## src/rtl/ysyx_22050243_wbu_if.sv

```systemverilog
// EXU->WBU retire handshake, LSU read-data return, GPR write port and commit trace.
interface ysyx_22050243_wbu_if #(
   parameter int ADDR_WIDTH = 5,
   parameter int DATA_WIDTH = 64,
   parameter int PC_WIDTH   = 64
);
   logic                  exu_valid;
   logic                  exu_ready;
   logic [PC_WIDTH-1:0]   exu_pc;
   logic                  exu_rd_wen;
   logic [ADDR_WIDTH-1:0] exu_rd_addr;
   logic [DATA_WIDTH-1:0] exu_result;
   logic                  exu_is_load;
   logic [1:0]            exu_ld_size;
   logic                  exu_ld_unsigned;
   logic [2:0]            exu_ld_offset;
   logic                  lsu_rdata_valid;
   logic [DATA_WIDTH-1:0] lsu_rdata;
   logic                  w_en;
   logic [ADDR_WIDTH-1:0] w_addr;
   logic [DATA_WIDTH-1:0] w_data;
   logic                  commit_valid;
   logic [PC_WIDTH-1:0]   commit_pc;
   logic [63:0]           commit_cnt;

   modport slave (
      input  exu_valid, exu_pc, exu_rd_wen, exu_rd_addr, exu_result, exu_is_load,
             exu_ld_size, exu_ld_unsigned, exu_ld_offset, lsu_rdata_valid, lsu_rdata,
      output exu_ready, w_en, w_addr, w_data, commit_valid, commit_pc, commit_cnt
   );

   modport master (
      output exu_valid, exu_pc, exu_rd_wen, exu_rd_addr, exu_result, exu_is_load,
             exu_ld_size, exu_ld_unsigned, exu_ld_offset, lsu_rdata_valid, lsu_rdata,
      input  exu_ready, w_en, w_addr, w_data, commit_valid, commit_pc, commit_cnt
   );
endinterface

```

## src/rtl/ysyx_22050243_wbu.sv

```systemverilog
// Writeback unit: registered GPR write + commit pulse, 1 cycle after ALU accept or LSU data.
// Backpressure: exu_ready drops while a load waits for its read data.
module ysyx_22050243_wbu #(
   parameter int ADDR_WIDTH = 5,
   parameter int DATA_WIDTH = 64,
   parameter int PC_WIDTH   = 64
) (
   input  logic                  clk,
   input  logic                  rst,
   ysyx_22050243_wbu_if.slave    bus
);
   localparam logic [0:0] IDLE      = 1'b0;
   localparam logic [0:0] WAIT_LOAD = 1'b1;

   logic [0:0]            r_state;
   logic [PC_WIDTH-1:0]   r_ld_pc;
   logic                  r_ld_wen;
   logic [ADDR_WIDTH-1:0] r_ld_rd;
   logic [1:0]            r_ld_size;
   logic                  r_ld_uns;
   logic [2:0]            r_ld_off;

   logic                  r_w_en;
   logic [ADDR_WIDTH-1:0] r_w_addr;
   logic [DATA_WIDTH-1:0] r_w_data;
   logic                  r_commit_valid;
   logic [PC_WIDTH-1:0]   r_commit_pc;
   logic [63:0]           r_commit_cnt;

   logic                  w_accept;
   logic [5:0]            w_shamt;
   logic [DATA_WIDTH-1:0] w_lane;
   logic [DATA_WIDTH-1:0] w_ld_val;

   assign w_accept      = bus.exu_valid && (r_state == IDLE);
   assign bus.exu_ready = (r_state == IDLE);

   assign bus.w_en         = r_w_en;
   assign bus.w_addr       = r_w_addr;
   assign bus.w_data       = r_w_data;
   assign bus.commit_valid = r_commit_valid;
   assign bus.commit_pc    = r_commit_pc;
   assign bus.commit_cnt   = r_commit_cnt;

   // Offset bits below the access size are dropped, so misaligned offsets snap to the natural lane.
   always_comb begin
      w_shamt = 6'd0;
      case (r_ld_size)
         2'b00:   w_shamt = {r_ld_off, 3'b000};
         2'b01:   w_shamt = {r_ld_off[2:1], 4'b0000};
         2'b10:   w_shamt = {r_ld_off[2], 5'b00000};
         default: w_shamt = 6'd0;
      endcase
      w_lane   = bus.lsu_rdata >> w_shamt;
      w_ld_val = w_lane;
      case (r_ld_size)
         2'b00: w_ld_val = r_ld_uns ? {{(DATA_WIDTH-8){1'b0}}, w_lane[7:0]}
                                    : {{(DATA_WIDTH-8){w_lane[7]}}, w_lane[7:0]};
         2'b01: w_ld_val = r_ld_uns ? {{(DATA_WIDTH-16){1'b0}}, w_lane[15:0]}
                                    : {{(DATA_WIDTH-16){w_lane[15]}}, w_lane[15:0]};
         2'b10: w_ld_val = r_ld_uns ? {{(DATA_WIDTH-32){1'b0}}, w_lane[31:0]}
                                    : {{(DATA_WIDTH-32){w_lane[31]}}, w_lane[31:0]};
         default: w_ld_val = w_lane;
      endcase
   end

   always_ff @(posedge clk or posedge rst) begin
      if (rst) begin
         r_state        <= IDLE;
         r_ld_pc        <= '0;
         r_ld_wen       <= 1'b0;
         r_ld_rd        <= '0;
         r_ld_size      <= 2'b00;
         r_ld_uns       <= 1'b0;
         r_ld_off       <= 3'b000;
         r_w_en         <= 1'b0;
         r_w_addr       <= '0;
         r_w_data       <= '0;
         r_commit_valid <= 1'b0;
         r_commit_pc    <= '0;
         r_commit_cnt   <= 64'd0;
      end else begin
         r_w_en         <= 1'b0;
         r_commit_valid <= 1'b0;
         case (r_state)
            IDLE: begin
               if (w_accept) begin
                  if (bus.exu_is_load) begin
                     r_ld_pc   <= bus.exu_pc;
                     r_ld_wen  <= bus.exu_rd_wen;
                     r_ld_rd   <= bus.exu_rd_addr;
                     r_ld_size <= bus.exu_ld_size;
                     r_ld_uns  <= bus.exu_ld_unsigned;
                     r_ld_off  <= bus.exu_ld_offset;
                     r_state   <= WAIT_LOAD;
                  end else begin
                     if (bus.exu_rd_wen && (bus.exu_rd_addr != '0)) begin
                        r_w_en   <= 1'b1;
                        r_w_addr <= bus.exu_rd_addr;
                        r_w_data <= bus.exu_result;
                     end
                     r_commit_valid <= 1'b1;
                     r_commit_pc    <= bus.exu_pc;
                     r_commit_cnt   <= r_commit_cnt + 64'd1;
                  end
               end
            end
            default: begin
               if (bus.lsu_rdata_valid) begin
                  if (r_ld_wen && (r_ld_rd != '0)) begin
                     r_w_en   <= 1'b1;
                     r_w_addr <= r_ld_rd;
                     r_w_data <= w_ld_val;
                  end
                  r_commit_valid <= 1'b1;
                  r_commit_pc    <= r_ld_pc;
                  r_commit_cnt   <= r_commit_cnt + 64'd1;
                  r_state        <= IDLE;
               end
            end
         endcase
      end
   end
endmodule

```

## src/flat_wrapper.sv

```systemverilog
// flat-port wrapper written by rule: the top's interface ports become plain ports
module ysyx_22050243_wbu_flat 
#(
   parameter int ADDR_WIDTH = 5,
   parameter int DATA_WIDTH = 64,
   parameter int PC_WIDTH   = 64
)
  (clk, rst, bus_exu_valid, bus_exu_pc, bus_exu_rd_wen, bus_exu_rd_addr, bus_exu_result, bus_exu_is_load, bus_exu_ld_size, bus_exu_ld_unsigned, bus_exu_ld_offset, bus_lsu_rdata_valid, bus_lsu_rdata, bus_exu_ready, bus_w_en, bus_w_addr, bus_w_data, bus_commit_valid, bus_commit_pc, bus_commit_cnt);
  ysyx_22050243_wbu_if #(.ADDR_WIDTH(ADDR_WIDTH), .DATA_WIDTH(DATA_WIDTH), .PC_WIDTH(PC_WIDTH)) bus_i ();
  input  logic clk;
  input  logic rst;
  input wire logic [$bits(bus_i.exu_valid)-1:0] bus_exu_valid;
  input wire logic [$bits(bus_i.exu_pc)-1:0] bus_exu_pc;
  input wire logic [$bits(bus_i.exu_rd_wen)-1:0] bus_exu_rd_wen;
  input wire logic [$bits(bus_i.exu_rd_addr)-1:0] bus_exu_rd_addr;
  input wire logic [$bits(bus_i.exu_result)-1:0] bus_exu_result;
  input wire logic [$bits(bus_i.exu_is_load)-1:0] bus_exu_is_load;
  input wire logic [$bits(bus_i.exu_ld_size)-1:0] bus_exu_ld_size;
  input wire logic [$bits(bus_i.exu_ld_unsigned)-1:0] bus_exu_ld_unsigned;
  input wire logic [$bits(bus_i.exu_ld_offset)-1:0] bus_exu_ld_offset;
  input wire logic [$bits(bus_i.lsu_rdata_valid)-1:0] bus_lsu_rdata_valid;
  input wire logic [$bits(bus_i.lsu_rdata)-1:0] bus_lsu_rdata;
  output wire logic [$bits(bus_i.exu_ready)-1:0] bus_exu_ready;
  output wire logic [$bits(bus_i.w_en)-1:0] bus_w_en;
  output wire logic [$bits(bus_i.w_addr)-1:0] bus_w_addr;
  output wire logic [$bits(bus_i.w_data)-1:0] bus_w_data;
  output wire logic [$bits(bus_i.commit_valid)-1:0] bus_commit_valid;
  output wire logic [$bits(bus_i.commit_pc)-1:0] bus_commit_pc;
  output wire logic [$bits(bus_i.commit_cnt)-1:0] bus_commit_cnt;
  assign bus_i.exu_valid = bus_exu_valid;
  assign bus_i.exu_pc = bus_exu_pc;
  assign bus_i.exu_rd_wen = bus_exu_rd_wen;
  assign bus_i.exu_rd_addr = bus_exu_rd_addr;
  assign bus_i.exu_result = bus_exu_result;
  assign bus_i.exu_is_load = bus_exu_is_load;
  assign bus_i.exu_ld_size = bus_exu_ld_size;
  assign bus_i.exu_ld_unsigned = bus_exu_ld_unsigned;
  assign bus_i.exu_ld_offset = bus_exu_ld_offset;
  assign bus_i.lsu_rdata_valid = bus_lsu_rdata_valid;
  assign bus_i.lsu_rdata = bus_lsu_rdata;
  assign bus_exu_ready = bus_i.exu_ready;
  assign bus_w_en = bus_i.w_en;
  assign bus_w_addr = bus_i.w_addr;
  assign bus_w_data = bus_i.w_data;
  assign bus_commit_valid = bus_i.commit_valid;
  assign bus_commit_pc = bus_i.commit_pc;
  assign bus_commit_cnt = bus_i.commit_cnt;
  ysyx_22050243_wbu #(.ADDR_WIDTH(ADDR_WIDTH), .DATA_WIDTH(DATA_WIDTH), .PC_WIDTH(PC_WIDTH)) u_core (.clk(clk), .rst(rst), .bus(bus_i));
endmodule
```

## config.mk

```make
export PLATFORM = sky130hd
export DESIGN_NAME = ysyx_22050243_wbu_flat
export DESIGN_NICKNAME = d
export VERILOG_FILES = /design/src/rtl/ysyx_22050243_wbu_if.sv /design/src/rtl/ysyx_22050243_wbu.sv /design/src/flat_wrapper.sv
export SDC_FILE = /design/constraint.sdc
export NUM_CORES = 1
export LEC_CHECK = 0
export CORE_ASPECT_RATIO = 1.5
export CORE_MARGIN = 2
export CORE_UTILIZATION = 45
export DETAILED_ROUTE_END_ITERATION = 10
export DONT_BUFFER_PORTS = 1
export GPL_ROUTABILITY_DRIVEN = 1
export SLEW_MARGIN = 20
export SYNTH_ARGS = -nofsm -noshare
export SYNTH_HDL_FRONTEND = slang
export SYNTH_SLANG_ARGS = --single-unit
```

## constraint.sdc

```tcl
create_clock -name clk -period 12.15 [get_ports clk]
set_clock_uncertainty 0.05 [all_clocks]
set_input_delay 3.645 -clock clk [delete_from_list [all_inputs] [get_ports clk]]
set_output_delay 3.645 -clock clk [all_outputs]
set_load 0.01 [all_outputs]
```

== Yosys cells after proc, flatten, opt, wreduce, memory -nomap -nowiden ==
Cells that the tools add are included.
Storage, ports and cells
  output and inout bits: 200
  word-level logic and storage cells: 71
  input bits: 209
  flip-flop bits (word level): 276
Operators by class
  $add $sub $neg: 1
  shift operators: 1
  reduce and logical (&&, ||, !) cells: 11
  equal/unequal tests: 5
  mux-type cells: 39
  bitwise gates (word level): 1
Operator list (number)
  64-bit 2-to-1 mux: 17
  64-bit one-hot mux with 3 select lines: 1
  64-bit by 1-bit adder with 64-bit output (second input constant): 1
  64-bit by 6-bit >> shifter with 64-bit output: 1
  5-bit 2-to-1 mux: 6
  6-bit one-hot mux with 3 select lines: 1
  1-bit 2-to-1 mux: 14
  5-bit nonzero test: 2
  3-bit AND reduction: 2
  5-bit AND reduction: 1
  2-bit != test (second input constant): 2
  2-bit nonzero test: 2
  1-bit logical AND: 3
  2-bit by 1-bit equality test with 1-bit output (second input constant): 1
  2-bit equality test (second input constant): 1
  2-bit zero test: 1
  2-bit by 1-bit != test with 1-bit output (second input constant): 1
  1-bit inverter: 1

== Logic depth before layout (Yosys ltp) ==
Gate-level depths: netlist of run 1.
  word-level depth: 8
  gate-level depth with buffers: 10
  gate-level depth less buffers: 7

== Worst setup path before layout of run 1 ==
No wires, ideal clock.
  path type: input to register
  from: input port bus_lsu_rdata[55]
  to: register u_core.r_w_data[42], in the netlist u_core.bus.w_data[42]
  data required time: 11.974 ns
  setup time: 0.126 ns
  arrival: 5.188 ns
  stages: 7
  slack: 6.787 ns
  buffers on the path: 1
  cell sequence: nor2b_1 > mux2_1 > a222oi_1 > a2bb2oi_2 > a311oi_4 > buf_6 > a21oi_2
Between the ends
  longest elaborated chain between the ends: 6
  elaborated cells between the ends (all ways): 8
  those cells by class: shift (1); mux (7)
Ends and longest elaborated chain
  from (decl): RTL line flat_wrapper.sv:22  | input wire logic [$bits(bus_i.lsu_rdata)-1:0] bus_lsu_rdata;
  64-bit by 6-bit >> shifter with 64-bit output (*): RTL line ysyx_22050243_wbu.sv:54  | w_lane = bus.lsu_rdata >> w_shamt;
  64-bit 2-to-1 mux, on equally long branches: RTL line ysyx_22050243_wbu.sv:61, ysyx_22050243_wbu.sv:57, ysyx_22050243_wbu.sv:59
  64-bit one-hot mux with 3 select lines (*): RTL line ysyx_22050243_wbu.sv:56  | case (r_ld_size)
  64-bit 2-to-1 mux (*): RTL line ysyx_22050243_wbu.sv:110  | if (r_ld_wen && (r_ld_rd != '0)) begin
  64-bit 2-to-1 mux (*): RTL line ysyx_22050243_wbu.sv:109  | if (bus.lsu_rdata_valid) begin
  64-bit 2-to-1 mux (*): RTL line ysyx_22050243_wbu.sv:85  | case (r_state)
  to (signal assigned): RTL line ysyx_22050243_wbu.sv:100  | r_w_data <= bus.exu_result;
  to (signal assigned): RTL line ysyx_22050243_wbu.sv:113  | r_w_data <= w_ld_val;
  to (decl): RTL line ysyx_22050243_wbu.sv:25  | logic [DATA_WIDTH-1:0] r_w_data;
Every way passes the cells marked *; elsewhere a longest branch is shown, timed or not. The select of a mux whose other input is x is not followed.
A chain may end at the register's enable or synchronous reset.

== Worst setup path after layout of run 1 ==
  from: input port bus_exu_rd_addr[1]
  to: register u_core.r_w_data[7], in the netlist u_core.bus.w_data[7]
Between the ends
  longest elaborated chain between the ends: 4
Ends and longest elaborated chain
  from (decl): RTL line flat_wrapper.sv:15  | input wire logic [$bits(bus_i.exu_rd_addr)-1:0] bus_exu_rd_addr;
  5-bit nonzero test: RTL line ysyx_22050243_wbu.sv:97  | if (bus.exu_rd_wen && (bus.exu_rd_addr != '0)) begin
  1-bit logical AND: RTL line ysyx_22050243_wbu.sv:97
  2-bit nonzero test (no line)
  5-bit AND reduction (no line)
Every way passes these cells.

==> summary.md, run 1 <==
| Metric | Value |
|---|---|
| Status | `completed` |
| Initial antenna violation count | `9` |
| Total gr overflow | `0` |
| Postcts setup bufs | `0` |
| P_leak | `approximately 6.2 nW` |
| Crit path max fanout | `between 80 and 90` |
| RePlAce Congestion | `0.857` |
| CP endpoint | `u_core.bus.w_data[7]` |
| Core area | `between 0.02 and 0.03 sq mm` |
| Finish-stage setup viols | `0` |
| Netlist cell types | `70` |
| Synth Instances | `between 1,000 and 1,500` |
| First-pass GRT wire length | `59,700 um` |
| Worst vdd ir | `~140 uV` |
| R2R Setup Slk | `8.65 ns` |
| Rel. slew slack | `roughly 28%` |
| CTS tree | `yes` |
| Hold WC Path Type | `flip-flop to flip-flop` |
| DR vias/cell | `a little under 6` |
| Reg2Reg Capture Point | `u_core.bus.w_data[33]` |
| Vias in the first global route | `just under 10,000` |
| Final hold viol count | `0` |
| Ys async rst share | `100%` |
| Arr. time, crit path | `between 6 and 7 ns` |
| Cells after DPL | `between 1,500 and 2,000` |
| Worst Setup Slack, final | `6.48 ns` |
| CTS sink count | `between 200 and 300` |
| Syn_nets | `between 1,000 and 1,500` |
| Skew-Pair Late Insertion Delay | `roughly 0.56 ns` |
| Number of synthesized flops with an enable pin | `0` |
| Pin count of the biggest net entering global routing | `~140` |
| Ports | `just over 400` |
| Maxcap violations | `0` |
| Vias | `around 10,000` |
| Post-route insts no fill | `between 1,500 and 2,000` |
| Period minus WS final | `roughly 5.7 ns` |
| Sequential share of the synthesized area | `approximately half` |
| Root Driver | `clkbuf_16` |
| Gr usage total | `roughly a quarter` |
| Final TNS setup | `0 ns` |
| Mean Syn Cell Area | `roughly 11 sq um` |
| Worst Setup SP | `bus_exu_rd_addr[1]` |
| Synth Flop Type | `dfrtp_1` |
| Post-CTS sizing | `0` |
| Netlist Area Pre-Place | `between 0.01 and 0.015 sq mm` |
| Kind of critical path | `input port to flip-flop` |
| WL/cell | `approximately 23 um` |
| Period utilisation layout | `46.6%` |
| Startpoint types | `input port` |
| Highest Clock Rate | `approximately 0.18 GHz` |
| Synth warn | `0` |
| Hold buffers post-CTS | `0` |
| Drt first pass iters | `5` |
| RSZ-0062 raised after global routing | `no` |
| Iteration-0 DRC Markers | `about 440` |
| Worst slack, placed | `5.79 ns` |
| Final Max Tran Viols | `0` |
| I/O Buffers | `0` |
| Clock-pin transition on the worst setup and hold timing paths | `approximately 0.06 ns` |
| Reg2reg start | `u_core.r_ld_size[1]` |
| Post-route ant nets | `0` |
| Die width | `around 150 um` |
| Share of post-route cells with drive strength above 1 | `between 15 and 20%` |
| PD cells | `slightly below 200 mW/mm^2` |
| Worst r2r path cells | `9` |
| Min-delay src | `u_core.r_ld_pc[20]` |
| Worst endpoint required time | `12.55 ns` |
| CTS Buf Count | `27` |
| Row Count | `77` |
| Endpoint class of the critical path | `flip-flop` |
| Final WL | `roughly 39,000 um` |
| Final net count | `1,448` |
| Die area | `~0.031 sq mm` |
| Worst slew pin tran | `~1.1 ns` |
| Residual DRC | `0` |
| Initial Util | `45.8%` |
| H-tree Lvls | `1` |
| #FFs+latches synth | `roughly 280` |
| DP Wirelength | `roughly 27,000 um` |
| Longest Clk Path Bufs | `3` |
| Die height | `about 220 um` |
| Area Growth Syn to Fin | `8.94%` |
per-layer routing:
metal / share of wire (%) / track usage [%] / vias to the layer above
li1: - / - / 4451
met1: 36 / 27.3 / 4769
met2: 49 / 39.6 / 392
met3: 10 / 9.64 / 94
met4: 4.7 / 11.8 / 10
met5: 0.18 / 0 / -
synthesized netlist by cell type, drive strengths merged, types with 3 or more instances:
cell type	instances	area, sq um
dfrtp	276	6910
nand2	145	544
a21oi	126	706
mux2i	93	931
nor2	89	352
o21ai	86	430
mux2	82	923
or3	56	350
xnor2	45	394
clkbuf	43	161
buf	41	224
nand3	38	195
xor2	18	158
nand4	14	93.8
and3	13	81.3
o211ai	13	111
a31oi	12	75.1
inv	9	33.8
mux4	9	203
and4	8	70.1
a221oi	7	67.6
a211o	5	43.8
nand2b	5	31.3
nor3	5	36.3
and2	4	26.3
nor2b	4	27.5
a311oi	3	43.8
nor4	3	25.0
o22ai	3	18.8
power by group:
| group | switching (mW) | total (mW) | internal (mW) |
|---|---|---|---|
| clock network | 0.376 | 0.911 | 0.535 |
| logic | 0.322 | 0.571 | 0.249 |
| registers | 0.285 | 1.43 | 1.15 |
area by class of cell:
class | instances | area [sq um]
timing repair buffer | 13 | 118
antenna | 4 | 10.0
multi-input combinational | 910 | 6200
clock buffer | 36 | 739
clock inverter | 13 | 203
tap | 395 | 494
sequential | 276 | 6910
inverter | 10 | 45.0
fill | 2707 | 14800
cell families after synthesis:
group	share of synthesized area, %
compound gates	12.0
xor+xnor	4.08
fa+ha+maj	0.0926
buf+inv	3.13
flops	51.1
mux	15.2
simple gates	14.3
layout by cell type, fill, tap and decap left out, drive strengths merged, types with 14 or more instances in the layout:
master  count
o21ai      86
clkbuf     36
nor2       89
dfrtp     276
mux2i      93
mux2       82
nand4      14
xnor2      45
or3        56
a21oi     126
nand3      38
nand2     145
xor2       18
sequential cells by signal, summed over array words and instances, names as in the netlist:
| register | cells |
|---|---|
| u_core.bus.commit_cnt | 64 |
| u_core.bus.commit_pc | 64 |
| u_core.bus.commit_valid | 1 |
| u_core.bus.w_addr | 5 |
| u_core.bus.w_data | 64 |
| u_core.bus.w_en | 1 |
| u_core.r_ld_off | 3 |
| u_core.r_ld_pc | 64 |
| u_core.r_ld_rd | 5 |
| u_core.r_ld_size | 2 |
| u_core.r_ld_uns | 1 |
| u_core.r_ld_wen | 1 |
| u_core.r_state | 1 |
per-stage QoR:
step           cell area, sq um  total power, mW  util (%)  hold WS (ns)
4_1_cts                   14700             2.94      49.8         0.459
5_1_grt                   14700             3.06      49.9         0.464
3_5_place_dp              13700             2.02      46.6         0.443
3_3_place_gp              13700             2.00      46.6         0.436
6_report                  14700             2.91      49.9         0.453
2_1_floorplan             13500             1.83         -         0.429
worst min-delay path by stage:
stage	endpoint	slack (ns)	cells past startpoint
2_1_floorplan	u_core.r_ld_pc[0]	0.43	1
6_report	u_core.r_ld_pc[20]	0.45	1
5_1_grt	u_core.r_ld_pc[17]	0.46	1
3_5_place_dp	u_core.r_ld_pc[17]	0.44	1
3_3_place_gp	u_core.r_ld_pc[34]	0.44	1
4_1_cts	u_core.r_ld_pc[17]	0.46	1
critical path: stages:
cell     delay (ns)
or4_1          0.59
nor2_1         0.13
o41a_2         0.13
buf_4          0.53
inv_2          0.53
o21ai_0        0.24
a31oi_1        0.07
a21o_1         0.19
Power figures use the tool's default switching activity.
==> inputs of run 2 (changes only) <==
==> constraint.sdc (replaced) <==
create_clock -name clk -period 5.59 [get_ports clk]
set_clock_uncertainty 0.05 [all_clocks]
set_input_delay 1.677 -clock clk [delete_from_list [all_inputs] [get_ports clk]]
set_output_delay 1.677 -clock clk [all_outputs]
set_load 0.01 [all_outputs]
==> run 2 against run 1 <==
  * Sequential power up 120%
  * Register-to-register slack worse by 6.3 ns
  * Combinational power grew 120%
  * Cell area up 0.32%
  * Flip-flop and latch count is the same
  * Count of clock-buffer cells in the layout rose by 2
  * Largest power group unchanged
  * Via count decreased by 0.21%
  * Highest routed layer unchanged
  * Non-clock buffer count increased by 2
  * Setup slack lost 4.3 ns
  * Critical path depth is 2 lower
  * First-iteration DRC count up 27%
  * Wire length fell by 2.2%
==> summary.md, run 2 (synthesis results as in run 1) <==
| Metric | Value |
|---|---|
| Finish-stage setup viols | `0` |
| Total chip power | `between 6 and 7 mW` |
| Post-DP Area | `0.0138 sq mm` |
| Iteration-0 DRC Markers | `564` |
| Worst slew pin tran | `~0.90 ns` |
| Post-route ant nets | `0` |
| P_leak | `between 6 and 7 nW` |
| Arr. time, crit path | `between 3 and 4 ns` |
| CTS tree | `yes` |
| Ports | `~410` |
| Vias in the first global route | `9,994` |
| Startpoint types | `input port` |
| Gr usage total | `between 20% and 30%` |
| Met3 usage | `a little under a tenth` |
| Highest Clock Rate | `0.292 GHz` |
| H-tree Lvls | `1` |
| Commonest cells after routing, fill and taps aside | `dfrtp_1 (275), nand2_1 (145), a21oi_1 (106)` |
| I/O Buffers | `0` |
| Longest Clk Path Bufs | `3` |
| WHS | `0.454 ns` |
| First-pass GRT wire length | `approximately 60,000 um` |
| CP endpoint | `u_core.bus.commit_cnt[45]` |
| Commonest non-fill, non-tap cell in the layout | `dfrtp_1` |
| Residual DRC | `0` |
| Worst Setup SP | `bus_exu_is_load` |
| Worst vdd ir | `roughly 280 uV` |
| Kind of critical path | `input port to flip-flop` |
| PD cells | `426 mW/mm^2` |
| Worst Setup Slack, final | `around 2.2 ns` |
| Period minus WS final | `3.43 ns` |
| Postcts setup bufs | `0` |
| Worst slack, placed | `approximately 1.5 ns` |
| Vias | `between 9,000 and 10,000` |
| Hold buffers post-CTS | `0` |
| Final WL | `roughly 38,000 um` |
| Met2 Track Usage GR | `a little over 40%` |
| GRT busiest layer | `met2` |
| Initial Util | `a little under half` |
| Endpoint class of the critical path | `flip-flop` |
| Pin count of the biggest net entering global routing | `between 100 and 150` |
| Final Max Tran Viols | `0` |
| Post-CTS sizing | `0` |
| Drt first pass iters | `4` |
| DP Wirelength | `27,200 um` |
| Total gr overflow | `0` |
| R2R Setup Slk | `2.35 ns` |
| Met1 Resource Use GR | `a little over a quarter` |
| Final non-filler cell area | `0.0148 sq mm` |
| Status | `completed` |
| Layout filler cell count | `2,722` |
| Worst path slowest cell | `or4b_1` |
| Die width | `145 um` |
| Crit path max fanout | `44` |
| Final hold viol count | `0` |
| Initial antenna violation count | `7` |
| CP Depth | `6` |
| Share of post-route cells with drive strength above 1 | `between 15 and 20%` |
| Maxcap violations | `0` |
| Post-Route Utilization | `50.1%` |
| Crit path buf inv count | `0` |
| WHS Path Cells | `1` |
| Crit-path leading delay family | `simple AND/OR/NAND/NOR gates` |
| Final TNS setup | `0 ns` |
| Die height | `216 um` |
| Skew-Pair Late Insertion Delay | `~0.56 ns` |
| Area of the multi-input gates | `~0.0062 sq mm` |
| RePlAce Congestion | `0.847` |
| Reg2reg start | `u_core.r_ld_size[1]` |
| Rel. slew slack | `40.1%` |
| Cells after DPL | `about 1,600` |
| Hold WC Path Type | `flip-flop to flip-flop` |
| Cell chain of the critical path | `nor3b_2, or2_4, or4b_1, nor2_4, nand4_1, xnor2_1` |
| Clock-pin transition on the worst setup and hold timing paths | `0.06 ns` |
| Worst endpoint required time | `around 6.0 ns` |
| Max incr delay on CP | `between 0.7 and 0.8 ns` |
| Reg2Reg Capture Point | `u_core.bus.w_data[40]` |
| Register Area | `a little under 0.007 sq mm` |
| Row Count | `between 70 and 80` |
| Period utilisation layout | `around three fifths` |
| RSZ-0062 raised after global routing | `no` |
| DR vias/cell | `a little under 6` |
| Root Driver | `clkbuf_16` |
| Post-route insts no fill | `1,659` |
| Area Growth Syn to Fin | `9.29%` |
| Final net count | `1,450` |
| WL/cell | `about 23 um` |
| Worst r2r path cells | `9` |
| CTS Buf Count | `27` |
| Die area | `about 0.031 sq mm` |
| CTS sink count | `about 280` |
| Core area | `~0.03 sq mm` |
==> run 2: changes by cell type in the layout (fill, tap and decap cells not counted), sizes merged <==
cell	change
buf	+2
bufinv	-2
clkbuf	+2
clkinvlp	+1
inv	-1
==> run 2: routing by layer <==
metal / vias up / share of wire, %
li1: 4449 / -
met1: 4768 / 36
met2: 394 / 49
met3: 79 / 11
met4: 6 / 3.8
met5: - / 0.087
==> run 2: cell type report <==
cell class / instances / area share [%]
well taps: 395 / 3.35
multi-input cells: 910 / 42.0
diodes: 4 / 0.0678
clock inverters: 11 / 1.04
flip-flops and latches: 276 / 46.8
inverters: 10 / 0.280
clock buffers: 38 / 5.47
repair buffers: 15 / 1.02
==> run 2: worst min path at each step <==
stage / startpoint / endpoint
6_report: u_core.r_ld_pc[30] / u_core.r_ld_pc[30]
5_1_grt: u_core.r_ld_pc[15] / u_core.r_ld_pc[15]
4_1_cts: u_core.r_ld_pc[44] / u_core.r_ld_pc[44]
3_5_place_dp: u_core.r_ld_pc[20] / u_core.r_ld_pc[20]
3_3_place_gp: u_core.r_ld_pc[51] / u_core.r_ld_pc[51]
2_1_floorplan: u_core.r_ld_pc[0] / u_core.r_ld_pc[0]
==> run 2: worst reg2reg max path, cell delays in order, from the launching register on <==
cell and delay (ns):
dfrtp_1 0.37, buf_4 0.26, or3b_1 0.63, buf_4 0.31, nor3_1 0.20, a221oi_2 0.10
o22a_1 0.30, a311oi_4 0.27, buf_4 0.45, a21oi_1 0.15
==> run 2: power by group <==
part	switching [mW]	leakage (nW)	total, mW	internal, mW
combinational	0.701	2.44	1.25	0.544
sequential	0.599	3.31	3.09	2.49
clock	0.806	0.472	1.96	1.15
